**src/rtl/uart_tick_generator.sv**
```systemverilog
// Baud-rate oversampling strobe: one-cycle tick_out at BAUDRATE_HZ*SAMPLE_RATE.
// Define UART_TICK_FRAC_EN for a fractional phase accumulator (exact long-term rate).
module uart_tick_generator #(
    parameter longint unsigned BAUDRATE_HZ = 64'd115_200,
    parameter longint unsigned CLK_HZ      = 64'd100_000_000,
    parameter longint unsigned SAMPLE_RATE = 64'd16
) (
    input  logic clk_in,
    input  logic rst_in,
    output logic tick_out
);

    localparam longint unsigned TICK_HZ  = BAUDRATE_HZ * SAMPLE_RATE;
    // Avoids a divide-by-zero at elaboration when the parameter check fires
    localparam longint unsigned TICK_DEN = (TICK_HZ == 64'd0) ? 64'd1 : TICK_HZ;

    if (SAMPLE_RATE < 64'd1 || BAUDRATE_HZ < 64'd1) begin : g_bad_rate
        $error("uart_tick_generator: SAMPLE_RATE and BAUDRATE_HZ must be >= 1");
    end
    if (TICK_DEN > CLK_HZ / 64'd2) begin : g_bad_div
        $error("uart_tick_generator: tick rate exceeds CLK_HZ/2 (DIV < 2)");
    end

    logic tick_q;
    logic tick_d;

    assign tick_out = tick_q;

`ifdef UART_TICK_FRAC_EN
    localparam int unsigned ACC_W = $clog2(CLK_HZ + TICK_DEN) + 1;
    localparam logic [ACC_W-1:0] TICK_INC = ACC_W'(TICK_DEN);
    localparam logic [ACC_W-1:0] CLK_LIM  = ACC_W'(CLK_HZ);

    logic [ACC_W-1:0] acc_q;
    logic [ACC_W-1:0] acc_d;
    logic [ACC_W-1:0] acc_sum;

    // Phase accumulator: wrap by CLK_HZ and tick on every wrap
    always_comb begin
        acc_sum = acc_q + TICK_INC;
        acc_d   = acc_sum;
        tick_d  = 1'b0;
        if (acc_sum >= CLK_LIM) begin
            acc_d  = acc_sum - CLK_LIM;
            tick_d = 1'b1;
        end
    end

    always_ff @(posedge clk_in) begin
        if (rst_in) begin
            acc_q  <= '0;
            tick_q <= 1'b0;
        end else begin
            acc_q  <= acc_d;
            tick_q <= tick_d;
        end
    end
`else
    localparam longint unsigned DIV   = (CLK_HZ + TICK_DEN / 64'd2) / TICK_DEN;
    localparam int unsigned     CNT_W = (DIV < 64'd2) ? 1 : $clog2(DIV);
    localparam logic [CNT_W-1:0] CNT_MAX = CNT_W'(DIV - 64'd1);

    logic [CNT_W-1:0] cnt_q;
    logic [CNT_W-1:0] cnt_d;

    // Modulo-DIV counter; the tick is registered on the wrap edge
    always_comb begin
        cnt_d  = cnt_q + CNT_W'(1);
        tick_d = 1'b0;
        if (cnt_q == CNT_MAX) begin
            cnt_d  = '0;
            tick_d = 1'b1;
        end
    end

    always_ff @(posedge clk_in) begin
        if (rst_in) begin
            cnt_q  <= '0;
            tick_q <= 1'b0;
        end else begin
            cnt_q  <= cnt_d;
            tick_q <= tick_d;
        end
    end
`endif

endmodule

```
**config.mk**
```make
export PLATFORM = sky130hd
export DESIGN_NAME = uart_tick_generator
export DESIGN_NICKNAME = d
export VERILOG_FILES = /design/src/rtl/uart_tick_generator.sv
export SDC_FILE = /design/constraint.sdc
export NUM_CORES = 1
export LEC_CHECK = 0
export ABC_AREA = 1
export CORE_AREA = 3 3 40 42
export DETAILED_ROUTE_END_ITERATION = 8
export DIE_AREA = 0 0 43 45
export HOLD_SLACK_MARGIN = 0.03
export PLACE_DENSITY_LB_ADDON = 0.15
export SYNTH_ARGS = -nofsm -noshare
export SYNTH_HDL_FRONTEND = slang
export SYNTH_SLANG_ARGS = --single-unit
```
**constraint.sdc**
```tcl
create_clock -name clk_in -period 2.8 [get_ports clk_in]
set_clock_uncertainty 0.15 [all_clocks]
set_input_delay 0.42 -clock clk_in [delete_from_list [all_inputs] [get_ports clk_in]]
set_output_delay 0.42 -clock clk_in [all_outputs]
set_load 0.01 [all_outputs]
```
==> results.md <==
- Result of the run: completed
- Ratio of cells with drive above 1 in the final layout: 0.171
- Final routed wirelength across all metal layers: 525 um
- Crit Path Category: reg2out
- Netlist area before placement: between 300 and 400 um2
- Number of global-route vias before repair: ~240
- Share of the synthesized area in the top cell type: 0.443
- CTS tree: built
- Placer's final routability congestion estimate: 0.753
- Root buffer cell: sky130_fd_sc_hd__clkbuf_4
- Grt total ovfl: 0
- Setup repair after global routing missed its margin: false
- Detailed-route vias per instance: roughly 4.2
- Number of buffers and inverters on the critical path: 1
- Leakage dissipation: approximately 0.13 nW
- Final core utilization: 0.297
- Number of detailed-routing iterations run before antenna repair: 2
- Clock network latency to the later pin of the worst-skew pair: around 0.25 ns
- Die Wd: 43 um
- Count of different cell masters after synthesis: 15
- Initial antenna violation count: 0
- Total vias in the final route: 233
- Clock edge transition at the registers on the reported setup and hold paths: 0.05 ns
- Yosys top cell by area: sky130_fd_sc_hd__dfxtp_1
- Critical Path Max Stage Delay: about 0.52 ns
- Critical path fanouts, max: 1
- Critical Path Sink Type: primary output
- Post-synthesis sequential area ratio: 0.443
- Crit path arrival time: between 1 and 1.5 ns
- Number of instances resized during post-cts repair: 0
- Number of hold-slack violations in the final timing report: 0
- Cell types with the largest area share after synthesis: sky130_fd_sc_hd__dfxtp_1, sky130_fd_sc_hd__ha_1, sky130_fd_sc_hd__nor2_1, sky130_fd_sc_hd__nand3_1, sky130_fd_sc_hd__o21bai_4
- Number of max-capacitance violations reported: 0
- Post-detail-place hpwl: 364 um
- Htree depth: 1
- Wire length per cell after detailed routing: approximately 9.4 um
- Post-cts hold buffer count: 0
- Top cells by instance count after synthesis: sky130_fd_sc_hd__dfxtp_1, sky130_fd_sc_hd__nor2_1, sky130_fd_sc_hd__inv_1, sky130_fd_sc_hd__nand3_1
- Max Root-Sink Buffers: 2
- Antenna diodes: 0
- First-pass GRT wire length: around 1000 um
- DRC violations left: 0
- Number of DRC markers in iteration 0: 6
- Vertical extent of the die: about 45 um
- Crit-path slowest cell: sky130_fd_sc_hd__clkdlybuf4s50_1
- Initial Util: 0.246
- Port bufs: 2
- Post-Synthesis Cells: 35
- Final Setup Violations: 0
- Flops & latches, synth: 7
- Top achievable clock speed: between 0.6 and 0.7 GHz
- Core Area: approximately 1300 um2
- Post-CTS Setup Repair Bufs: 0
- Kind of launch point of the worst setup path: flip-flop
- Required time of the worst setup path: roughly 2.2 ns
- Dominant synthesized flop cell: sky130_fd_sc_hd__dfxtp_1
- Die Area: between 1500 and 2000 um2
- Post-route minimum period: roughly 1.6 ns
- Final Cycle Share: 0.587
- Max-Slew Margin vs Limit: 0.864
- I/O pin cnt: 3
- Cells traversed along the worst timing path: clkdlybuf4s50_1
- Cell family with the largest share of critical-path delay: buffers and inverters
- Synth Warn #: 0
- Number of synthesized flops with an enable pin: 0
- Count of pins over their slew limit: 0
- Post-Syn Area per Cell: approximately 9 um2
- CTS sink cnt: 7
- Row count: 13
- Most frequently used cell type in the post-synthesis netlist: sky130_fd_sc_hd__dfxtp_1
- Number of routed nets with antenna violations: 0
- Hold crit path type: reg2reg
- PD cells: roughly 560 nW/um2
- Fin nets: 46
- Synthesis-to-finish area growth: 20.6%
- Synthesized net count: 39
- Final total negative setup slack: 0 ns
- Number of buffers added by the clock tree synthesis step: 3
- Global router's overall resource usage: 0.0751
- Largest net degree at the start of global routing: 7
- Total power: 0.000214 W
- Worst Max-Slew Pin Slew: 0.204 ns
- Maximum VDD drop: between 0.2 and 0.25 mV
- Ys async rst share: 0
layout make-up:
type,count,area (um2)
clock buffers,4,26.3
repair buffers,2,20.0
flip-flops and latches,7,140
well taps,15,18.8
inverters,5,18.8
fillers,146,903
multi-input cells,23,158
kinds of logic after synthesis:
group           synth area share
simple gates               0.225
flops                      0.443
buf+inv                   0.0593
compound gates             0.111
xor+xnor                  0.0830
fa+ha+maj                 0.0790
stage by stage:
stage | cells | hold slack (ns) | worst slack (ns) | cell area [um2]
2_1_floorplan | 35 | 0.306 | 1.63 | 317
3_3_place_gp | 52 | 0.334 | 1.41 | 355
3_5_place_dp | 52 | 0.363 | 1.39 | 355
4_1_cts | 56 | 0.375 | 1.14 | 382
5_1_grt | 56 | 0.388 | 1.10 | 382
6_report | 56 | 0.360 | 1.16 | 382
metal layers:
layer  up-vias  GRT usage  share of wire
met5         -          0              0
met4         0     0.0361          0.015
met3         2     0.0598          0.084
met2         5      0.108           0.47
met1       104     0.0799           0.42
li1        122          -              -
final timing paths:
kind / startpoint / to / slack [ns] / cells after the start
worst max-delay path: tick_out / tick_out / 1.16 / 1
worst min-delay path: cnt_q[0] / cnt_q[0] / 0.36 / 1
worst max register to register: cnt_q[0] / cnt_q[4] / 1.49 / 4
worst min register to register: cnt_q[0] / cnt_q[0] / 0.36 / 1
power by group:
group	total, W	internal [W]	switching [W]
sequential	0.000109	0.000103	0.00000521
clock	0.0000928	0.0000544	0.0000384
combinational	0.0000128	0.00000677	0.00000605
sequential cells by signal, indices dropped and copies added, names as in the netlist:
| signal | count |
|---|---|
| cnt_q | 6 |
| tick_out | 1 |
cells in the final DEF (no fill, tap or decap):
master	count
sky130_fd_sc_hd__dfxtp_1	7
sky130_fd_sc_hd__nor2_1	6
sky130_fd_sc_hd__inv_1	4
sky130_fd_sc_hd__nand3_1	4
sky130_fd_sc_hd__clkbuf_4	3
sky130_fd_sc_hd__xor2_1	2
sky130_fd_sc_hd__nand2_1	2
sky130_fd_sc_hd__ha_1	2
sky130_fd_sc_hd__clkdlybuf4s50_1	2
sky130_fd_sc_hd__nand2_2	1
sky130_fd_sc_hd__o21bai_4	1
sky130_fd_sc_hd__nor3_1	1
sky130_fd_sc_hd__o21bai_1	1
sky130_fd_sc_hd__clkinv_1	1
sky130_fd_sc_hd__nand3_2	1
sky130_fd_sc_hd__a21oi_2	1
sky130_fd_sc_hd__xnor2_1	1
sky130_fd_sc_hd__clkbuf_1	1
Note: power is estimated with default switching activity, not from simulation.
